### config.mk
export PLATFORM = sky130hd
export DESIGN_NAME = note_track_scheduler
export DESIGN_NICKNAME = d
export VERILOG_FILES = /design/src/rtl/note_track_scheduler.sv
export SDC_FILE = /design/constraint.sdc
export NUM_CORES = 1
export LEC_CHECK = 0
export ABC_AREA = 1
export CAP_MARGIN = 20
export CORE_MARGIN = 1
export CORE_UTILIZATION = 30
export CTS_CLUSTER_DIAMETER = 120
export CTS_CLUSTER_SIZE = 8
export DETAILED_ROUTE_END_ITERATION = 16
export SLEW_MARGIN = 20
export SYNTH_ARGS = -nofsm -noshare
export SYNTH_HDL_FRONTEND = slang
export SYNTH_SLANG_ARGS = --single-unit
### constraint.sdc
create_clock -name clk -period 2 [get_ports clk]
set_input_delay 0.6 -clock clk [delete_from_list [all_inputs] [get_ports clk]]
set_output_delay 0.6 -clock clk [all_outputs]
set_load 0.02 [all_outputs]
### src/rtl/note_track_scheduler.sv
// Two-lane scrolling note field for the 16x2 LCD: fetches chart entries over req/ack,
// shifts both lanes left one column per scroll tick and reports the code leaving column 0.
module note_track_scheduler #(
    parameter int COLS     = 16,
    parameter int TICK_DIV = 2500000,
    parameter int ADDR_W   = 10
) (
    input  logic              clk,
    input  logic              rst_n,
    input  logic              start,
    input  logic              pause,
    output logic              chart_req,
    output logic [ADDR_W-1:0] chart_addr,
    input  logic              chart_ack,
    input  logic [4:0]        chart_data,
    output logic [COLS-1:0]   noteup_bit0,
    output logic [COLS-1:0]   noteup_bit1,
    output logic [COLS-1:0]   notedown_bit0,
    output logic [COLS-1:0]   notedown_bit1,
    output logic              head_valid,
    output logic [1:0]        head_up,
    output logic [1:0]        head_down,
    output logic              busy,
    output logic              done,
    output logic              underrun
);
    // state     | meaning
    // S_IDLE    | waiting for start after reset
    // S_FETCH   | chart_req high, waiting for chart_ack
    // S_WAIT_TICK | entry staged, waiting for the scroll tick
    // S_SHIFT   | one-cycle scroll of both lanes
    // S_DONE    | chart ended and field drained
    typedef enum logic [2:0] {S_IDLE, S_FETCH, S_WAIT_TICK, S_SHIFT, S_DONE} state_t;

    localparam int               CNT_W    = $clog2(TICK_DIV);
    localparam logic [CNT_W-1:0] CNT_LAST = CNT_W'(TICK_DIV - 1);
    localparam logic [ADDR_W-1:0] ADDR_MAX = '1;

    state_t            state, state_next;
    logic [CNT_W-1:0]  cnt;
    logic [ADDR_W-1:0] addr;
    logic [1:0]        stg_up, stg_dn;
    logic              pending, end_seen, underrun_q;
    logic [COLS-1:0]   up0, up1, dn0, dn1;
    logic [COLS-1:0]   up0_sh, up1_sh, dn0_sh, dn1_sh;
    logic              running, tick, end_now, field_empty;

    assign running = (state == S_FETCH) || (state == S_WAIT_TICK) || (state == S_SHIFT);
    assign tick    = running && !pause && (cnt == CNT_LAST);

    assign up0_sh = {stg_up[0], up0[COLS-1:1]};
    assign up1_sh = {stg_up[1], up1[COLS-1:1]};
    assign dn0_sh = {stg_dn[0], dn0[COLS-1:1]};
    assign dn1_sh = {stg_dn[1], dn1[COLS-1:1]};
    assign field_empty = ~|{up0_sh, up1_sh, dn0_sh, dn1_sh};

    // The shift that lands on the last address also ends the chart.
    assign end_now = end_seen || (addr == ADDR_MAX - 1'b1);

    always_comb begin
        state_next = state;
        case (state)
            S_IDLE, S_DONE: if (start) state_next = S_FETCH;
            S_FETCH:        if (chart_ack) state_next = (pending || tick) ? S_SHIFT : S_WAIT_TICK;
            S_WAIT_TICK:    if (pending || tick) state_next = S_SHIFT;
            S_SHIFT: begin
                if (!end_now)        state_next = S_FETCH;
                else if (field_empty) state_next = S_DONE;
                else                  state_next = S_WAIT_TICK;
            end
            default:        state_next = S_IDLE;
        endcase
    end

    always_ff @(posedge clk or negedge rst_n) begin
        if (!rst_n) begin
            state      <= S_IDLE;
            cnt        <= '0;
            addr       <= '0;
            stg_up     <= '0;
            stg_dn     <= '0;
            pending    <= 1'b0;
            end_seen   <= 1'b0;
            underrun_q <= 1'b0;
            up0        <= '0;
            up1        <= '0;
            dn0        <= '0;
            dn1        <= '0;
        end else begin
            state <= state_next;
            if (running && !pause) cnt <= tick ? '0 : cnt + 1'b1;
            case (state)
                S_IDLE, S_DONE: begin
                    if (start) begin
                        cnt        <= '0;
                        addr       <= '0;
                        stg_up     <= '0;
                        stg_dn     <= '0;
                        pending    <= 1'b0;
                        end_seen   <= 1'b0;
                        underrun_q <= 1'b0;
                        up0        <= '0;
                        up1        <= '0;
                        dn0        <= '0;
                        dn1        <= '0;
                    end
                end
                S_FETCH: begin
                    if (tick && pending) underrun_q <= 1'b1;
                    if (chart_ack) begin
                        pending <= 1'b0;
                        if (chart_data[4]) begin
                            end_seen <= 1'b1;
                            stg_up   <= '0;
                            stg_dn   <= '0;
                        end else begin
                            stg_up <= chart_data[3:2];
                            stg_dn <= chart_data[1:0];
                        end
                    end else if (tick) begin
                        pending <= 1'b1;
                    end
                end
                S_WAIT_TICK: if (pending || tick) pending <= 1'b0;
                S_SHIFT: begin
                    up0     <= up0_sh;
                    up1     <= up1_sh;
                    dn0     <= dn0_sh;
                    dn1     <= dn1_sh;
                    pending <= tick;
                    if (addr != ADDR_MAX) addr <= addr + 1'b1;
                    if (end_now) begin
                        end_seen <= 1'b1;
                        stg_up   <= '0;
                        stg_dn   <= '0;
                    end
                end
                default: ;
            endcase
        end
    end

    assign chart_req     = (state == S_FETCH);
    assign chart_addr    = addr;
    assign noteup_bit0   = up0;
    assign noteup_bit1   = up1;
    assign notedown_bit0 = dn0;
    assign notedown_bit1 = dn1;
    assign head_valid    = (state == S_SHIFT);
    assign head_up       = head_valid ? {up1[0], up0[0]} : 2'b00;
    assign head_down     = head_valid ? {dn1[0], dn0[0]} : 2'b00;
    assign busy          = running;
    assign done          = (state == S_DONE);
    assign underrun      = underrun_q;

endmodule

* Yosys cells after proc, flatten, opt, wreduce, memory -nomap -nowiden
Index checks and enable logic that the tools add are counted.
** Word-level totals
- Register bits :: 106
- Bits of input ports :: 10
- Logic and storage cells :: 91
** Operators by class
- $add $sub $neg :: 2
- Equality and inequality tests :: 15
- Mux-type cells :: 40
- Reductions and logical operators :: 22
** Operator list (count)
- case mux 16 bit (2 select lines) :: 4
- two-way mux 22 bit :: 4
- OR reduction 64 bit :: 1
- adder 22 x 1 -> 22 bit (second input constant) :: 1
- equality test 22 bit (second input constant) :: 1
- two-way mux 10 bit :: 2
- case mux 10 bit (2 select lines) :: 1
- two-way mux 16 bit :: 1
- two-way mux 2 bit :: 8
- two-way mux 3 bit :: 5
- inequality test 2 x 1 -> 1 bit (second input constant) :: 6
- case mux 2 bit (3 select lines) :: 2
- case mux 3 bit (4 select lines) :: 1
- adder 10 x 1 -> 10 bit (second input constant) :: 1
- equality test 10 bit (second input constant) :: 1
- inequality test 10 bit (second input constant) :: 1
- two-way mux 1 bit :: 9
- AND reduction 3 bit :: 3
- AND reduction 4 bit :: 2
- equality test 3 x 2 -> 1 bit (second input constant) :: 2
- AND reduction 5 bit :: 1
- logical OR 1 bit :: 4
- case mux 1 bit (4 select lines) :: 1
- nonzero test 2 bit :: 2
- 13 further kinds :: 15

* Longest topological paths before layout
Gate-level depths: netlist of the first run.
- Depth after elaboration :: 9
- Gate-level depth with buffers :: 11

* Worst setup path before layout of the first run
Ideal clock, no wire load.
- Path type :: register to output
- From :: register state[2]
- To :: output port head_down[0]
- Data arrival time :: 1.458 ns
- Data required time :: 1.400 ns
- Slack :: -0.058 ns
- Cell stages (with the launch flop) :: 5
- Buffers on the path :: 1
- Cells stage by stage :: dfrtp_1 > nor2_2 > inv_2 > clkbuf_1 > nor2_1
** On the way
- Longest elaborated chain between the ends :: 2
** RTL lines
- from (decl) :: RTL line 39 : state_t state, state_next;
- from (signal assigned) :: RTL line 90 : state <= state_next;
- equality test 3 x 2 -> 1 bit :: RTL line 149 : assign head_valid = (state == S_SHIFT);
- via head_valid :: RTL line 20 : output logic head_valid,
- two-way mux 2 bit :: RTL line 151 : assign head_down = head_valid ? {dn1[0], dn0[0]} : 2'b00;
- to (decl) :: RTL line 22 : output logic [1:0] head_down,
The timed path passes the listed nets, and every way through them passes these cells.

* Final worst setup path of the first run
- From :: register up0[14] (netlist: noteup_bit0[14])
- To :: output port noteup_bit0[14]
** RTL lines
- from (decl) :: RTL line 44 : logic [COLS-1:0] up0, up1, dn0, dn1;
- from (signal assigned) :: RTL line 126 : up0 <= up0_sh;
- to (decl) :: RTL line 16 : output logic [COLS-1:0] noteup_bit0,
No word-level cell between the ends.

==> reports/results.ini, run 1 <==
[run_status]
outcome=finished, final reports clean

[power]
internal_power_uw=4250
p_per_area_nw_per_um2=1020
total_leakage_power_uw=0.00330
peakVddDrop_v=0.000641
clock_power_share=0.266
total_power_uw=6910
p_sw_frac=0.385
switchingPower_uw=2660
power.share.sequential=0.357
combPwrFrac=0.377

[global_routing]
grt_max_degree=54
grt_pass1_vias=4164
grt.overflow.total=0
grt_usage=0.151
grt_pass1_wl_um=21200
antenna_found_initial=0

[placed_design]
portBuffers=92
pre_cts_slack_ps=-32.8
dp_hpwl_um=9140
gp_congestion=0.842
postPlaceCellArea_sq_um=6490

[yosys]
avgSynthCellArea_sq_um=8.53
synth_top_area_share=0.517
synth_async_sr_flop_share=1.00
synth_edf_count=0
ys_seq_area_frac=0.517
synth_flop_cell=dfrtp_1
yosysWarnings=0
syn-num-nets=614
syn_area_sq_um=5130
synthTopCellsByArea=dfrtp_1, o22ai_1, inv_1
netlist_instances=601
ys_ff_latch=106
synthDistinctLibCells=41
yosysTopAreaCell=dfrtp_1

[clock_tree]
ctsHoldBuffers=0
htree_num_levels=3
clock_sinks=106
cts_setup_buffers=0
cts_buffers=9
insertion_delay_ps=350
cts-root-buf=clkbuf_16
clock_path_buffers=2
path_clk_slew_ps=80
tritoncts=yes

[drt]
viasPerCell=4.57
dr.pass1.iters=4
routed_wl_um=12600
wl_per_cell_um=13.4
vias=4308
top_layer=met4
ant_nets=0
wl_met1_um=6040
routed-wl-met3_um=534
drcViolationCount=0
drt_iter0_drc=151
routed-wl-met2_um=5950

[cells_and_area]
nFillCells=1713
fin_util=0.409
fin_area_sq_um=6800
areaGrowthSynthToFinish_pct=32.6
layout.nets=731
num_antenna_cells=0
drive_gt1_frac=0.140

[timing]
period_needed_ps=1960
slew-limit-headroom=0.681
finalClockSkew_ps=10.4
tightest_slew_ps=478
drv_slew=0
hold_slack_ps=153
setup_viol=0
rsz0062_at_grt=yes
period_share=0.979
setup_ws_ps=42.3
hold_viol=0
fmax_mhz=511

[floorplan]
die_height_um=133
core-area_sq_um=16600
start_util=0.308
rows=47
die_w_um=133
dieArea_sq_um=17600
io_pins=93

[worst_setup_path]
critPathCaptureType=primary output
cp_num_buf_inv=1
cp_slowest_cell=clkdlybuf4s50_1
path_max_fanout=3
startpoint_type=flip-flop
critPathRequiredTime_ps=1400
cp_top_family=buffers and inverters
slowest_delay_ps=620
worstPathArrival_ps=1360
worstSetupPathType=reg -> out
cp_cell_sequence=clkdlybuf4s50_1

[min_path]
hold_path.class=in -> async

[flow_run]
drv_cap=0

==> routing by layer <==
layer,up-vias,global-route usage
met5,-,0
met1,2047,0.202
met4,0,0.0345
met3,7,0.0391
met2,74,0.243
li1,2180,-
==> what timing repair did <==
| item | CTS | global route |
|---|---|---|
| endpoints found under the setup margin | 15 | 17 |
| gates resized for setup | 40 | 19 |
| pin swaps | 0 | 1 |
==> flip-flops by register name, summed over array words and instances (netlist names) <==
signal         cells
end_seen           1
notedown_bit0     16
underrun           1
noteup_bit1       16
state              3
stg_dn             2
noteup_bit0       16
stg_up             2
cnt               22
chart_addr        10
pending            1
notedown_bit1     16
==> cell families (layout without fill, tap and decap cells) <==
group	Yosys count	after routing	synth area share
compound gates	104	104	0.127
xor+xnor	8	8	0.0137
fa+ha+maj	3	3	0.00732
buf+inv	132	254	0.106
flops	106	106	0.517
simple gates	248	248	0.229
==> synthesized netlist by cell type (2+ instances only) <==
library cell	instances
inv_2	9
buf_6	2
o21ai_1	10
nor2_4	5
a31oi_1	2
o22ai_1	64
xor2_1	7
inv_1	104
nor2_2	9
a21oi_1	12
o22ai_2	2
nand2_4	3
nand4_1	5
nor3_1	10
ha_1	3
o21ai_2	4
nor2_1	74
dfrtp_1	106
nand2_1	91
o21ai_0	5
buf_2	4
nand3_1	34
clkbuf_1	4
buf_4	7
nand2_2	5
nor3b_1	2
nor3_2	4
==> area by class of cell <==
cell class                 count  area [sq um]  share of cell area
clock buffer                  10           229              0.0337
clock inverter                 6          73.8              0.0109
inverter                     115           438              0.0644
multi-input combinational    363          1950               0.286
sequential                   106          2650               0.390
tap                          220           275              0.0405
timing repair buffer         123          1180               0.174
==> stage by stage <==
stage | TNS (ps) | std cells
2_1_floorplan | 0 | 601
3_3_place_gp | -28.6 | 927
3_5_place_dp | -74.3 | 927
4_1_cts | -34.0 | 943
5_1_grt | -5.37 | 943
6_report | 0 | 943
==> power groups by stage <==
stage | clock, uW | sequential, uW | combinational, uW
after detailed placement | 0 | 2510 | 2650
final | 1840 | 2460 | 2610
after CTS | 1880 | 2460 | 2640
after global placement | 0 | 2510 | 2640
after floorplan | 0 | 2600 | 1590
after global routing | 1970 | 2490 | 2870
==> placed cells by master (no fill, tap or decap), types with 2 or more instances in the layout <==
cell type and count:
dfrtp_1 106, inv_1 104, nand2_1 91, nor2_1 74
o22ai_1 64, clkdlybuf4s50_1 62, nand3_1 34, buf_4 30
dlymetal6s2s_1 14, a21oi_1 12, nor3_1 10, o21ai_1 10
clkbuf_16 9, inv_2 8, nor2_2 7, nor2_4 7
xor2_1 7, dlygate4sd2_1 7, buf_2 6, nand4_1 5
nand2_2 5, o21ai_0 5, o21ai_2 4, nor3_2 3
nand2_4 3, ha_1 3, buf_12 3, inv_4 2
a31oi_1 2, nor3b_1 2, o22ai_2 2, clkinvlp_4 2
==> final timing paths <==
check / end / cells past startpoint / start / slack [ps]
worst max-delay path: noteup_bit0[14] / 1 / noteup_bit0[14] / 40
worst min-delay path: cnt[6] / 1 / rst_n / 150
worst max register to register: chart_addr[7] / 9 / state[1] / 190
worst min register to register: pending / 2 / pending / 500
max in group asynchronous: chart_addr[5] / 2 / rst_n / 1240
min in group clk: pending / 2 / pending / 500
Power figures use the tool's default switching activity.
==> run 2, diff against run 1 <==
--- a/config.mk
+++ b/config.mk
@@ -7,7 +7,7 @@
 export LEC_CHECK = 0
 export ABC_AREA = 1
 export CAP_MARGIN = 20
-export CORE_MARGIN = 1
+export CORE_MARGIN = 2
 export CORE_UTILIZATION = 30
 export CTS_CLUSTER_DIAMETER = 120
 export CTS_CLUSTER_SIZE = 8
@@ -16,3 +16,4 @@
 export SYNTH_ARGS = -nofsm -noshare
 export SYNTH_HDL_FRONTEND = slang
 export SYNTH_SLANG_ARGS = --single-unit
+export TNS_END_PERCENT = 30
==> reports/results.ini, run 2 (same netlist as run 1, synthesis figures left out) <==
[run_status]
outcome=finished, final reports clean  ; unchanged

[drt]
wl_per_cell_um=13.5  ; was 13.4 um
drcViolationCount=0  ; unchanged
dr.pass1.iters=5  ; was 4
drt_iter0_drc=238  ; was 151
routed_wl_um=12700  ; was 12600 um
viasPerCell=4.61  ; was 4.57
vias=4347  ; was 4308
ant_nets=0  ; unchanged

[clock_tree]
clock_path_buffers=2  ; unchanged
insertion_delay_ps=360  ; was 350 ps
ctsResizeCount=43  ; was 40
cts-root-buf=clkbuf_16  ; unchanged
cts_buffers=9  ; unchanged
htree_num_levels=3  ; unchanged
clock_sinks=106  ; unchanged
path_clk_slew_ps=70  ; was 80 ps
tritoncts=yes  ; unchanged
ctsHoldBuffers=0  ; unchanged
cts_setup_buffers=0  ; unchanged

[worst_setup_path]
cp_num_buf_inv=1  ; unchanged
cp_slowest_cell=clkdlybuf4s50_1  ; unchanged
cp_top_family=buffers and inverters  ; unchanged
worstSetupPathType=reg -> out  ; unchanged
startpoint_type=flip-flop  ; unchanged
critPathRequiredTime_ps=1400  ; about the same
path_max_fanout=3  ; unchanged
worstPathArrival_ps=1360  ; about the same
slowest_delay_ps=630  ; was 620 ps
critPathCaptureType=primary output  ; unchanged
cp_cell_sequence=clkdlybuf4s50_1  ; unchanged

[timing]
period_needed_ps=1960  ; about the same
finalClockSkew_ps=13.9  ; was 10.4 ps
drv_slew=0  ; unchanged
rsz0062_at_grt=yes  ; unchanged
setup_viol=0  ; unchanged
tightest_slew_ps=418  ; was 478 ps
hold_slack_ps=145  ; was 153 ps
hold_viol=0  ; unchanged
slew-limit-headroom=0.721  ; was 0.681
period_share=0.978  ; was 0.979
tns_ps=0  ; unchanged
fmax_mhz=511  ; about the same

[global_routing]
use_met3=0.0443  ; was 0.0391
grtUsageMet2=0.235  ; was 0.243
grt.overflow.total=0  ; unchanged
grt_pass1_wl_um=21300  ; was 21200 um
grt_pass1_vias=4293  ; was 4164
busiest_layer=met2  ; unchanged
grt_usage=0.147  ; was 0.151
grt_max_degree=65  ; was 54
grt_use_met1=0.192  ; was 0.202
antenna_found_initial=0  ; unchanged

[cells_and_area]
fin_util=0.409  ; about the same
layout.nets=730  ; was 731
drive_gt1_frac=0.140  ; about the same
fin_area_sq_um=6810  ; was 6800 sq um
largest_reg_flops=22  ; unchanged
num_antenna_cells=0  ; unchanged
layout_common_cells=dfrtp_1, inv_1, nand2_1  ; unchanged
regMostFlops=cnt  ; unchanged
areaGrowthSynthToFinish_pct=32.7  ; was 32.6%
layout_commonest_cell=dfrtp_1  ; unchanged

[power]
peakVddDrop_v=0.000466  ; was 0.000641 V
total_leakage_power_uw=0.00350  ; was 0.00330 uW
total_power_uw=6820  ; was 6910 uW
p_per_area_nw_per_um2=1000  ; was 1020 nW/um^2

[floorplan]
core-area_sq_um=16600  ; unchanged
die_height_um=135  ; was 133 um
die_w_um=135  ; was 133 um
io_pins=93  ; unchanged
dieArea_sq_um=18200  ; was 17600 sq um
rows=47  ; unchanged
start_util=0.308  ; unchanged

[placed_design]
gp_congestion=0.793  ; was 0.842
dp_hpwl_um=9080  ; was 9140 um
postPlaceCellArea_sq_um=6480  ; was 6490 sq um
portBuffers=92  ; unchanged

[min_path]
hold_path.class=in -> async  ; unchanged

[flow_run]
drv_cap=0  ; unchanged

==> run 2: cell types whose count changed in the layout (fill, tap and decap cells not counted), sizes merged, moves of 2 or more <==
cell,before,now
clkinvlp,2,0
dlymetal6s2s,14,24
dlygate4sd2,7,9
clkdlybuf4s50,62,50
clkbuf,10,12
buf,40,38
==> run 2: power breakdown <==
| group | leakage [uW] | internal (uW) | switching (uW) | total, uW |
|---|---|---|---|---|
| registers | 0.00147 | 2330 | 144 | 2470 |
| clock network | 0.000141 | 898 | 835 | 1730 |
| logic | 0.00189 | 929 | 1680 | 2610 |
==> run 2: final cells by class <==
| class | count | area [sq um] |
|---|---|---|
| Clock inverter | 5 | 43.8 |
| Multi-Input combinational cell | 363 | 1950 |
| Fill cell | 1680 | 9840 |
| Tap cell | 220 | 275 |
| Timing Repair Buffer | 122 | 1200 |
| Inverter | 115 | 438 |
| Clock buffer | 11 | 243 |
| Sequential cell | 106 | 2650 |
==> run 2: path summary, 6_finish.rpt <==
path                       slack (ps)               to            start  cells past startpoint
max                                40  noteup_bit0[13]  noteup_bit0[13]                      1
min                               140   noteup_bit1[4]            rst_n                      1
max reg2reg                       150           cnt[9]         state[0]                     12
min reg2reg                       480          pending          pending                      2
max in group asynchronous        1310          cnt[18]            rst_n                      2
min in group clk                  480          pending          pending                      2
==> run 2: metal layers <==
layer	routed length (um)	vias to the layer above
met5	0	-
met4	147	0
met3	495	8
met2	6120	82
met1	5930	2079
li1	-	2178
==> run 2: per-stage QoR <==
step	setup slack (ps)	std cells
2_1_floorplan	63.6	601
3_3_place_gp	-38.1	926
3_5_place_dp	-50.4	926
4_1_cts	-52.3	942
5_1_grt	-1.13	942
6_report	44.2	942
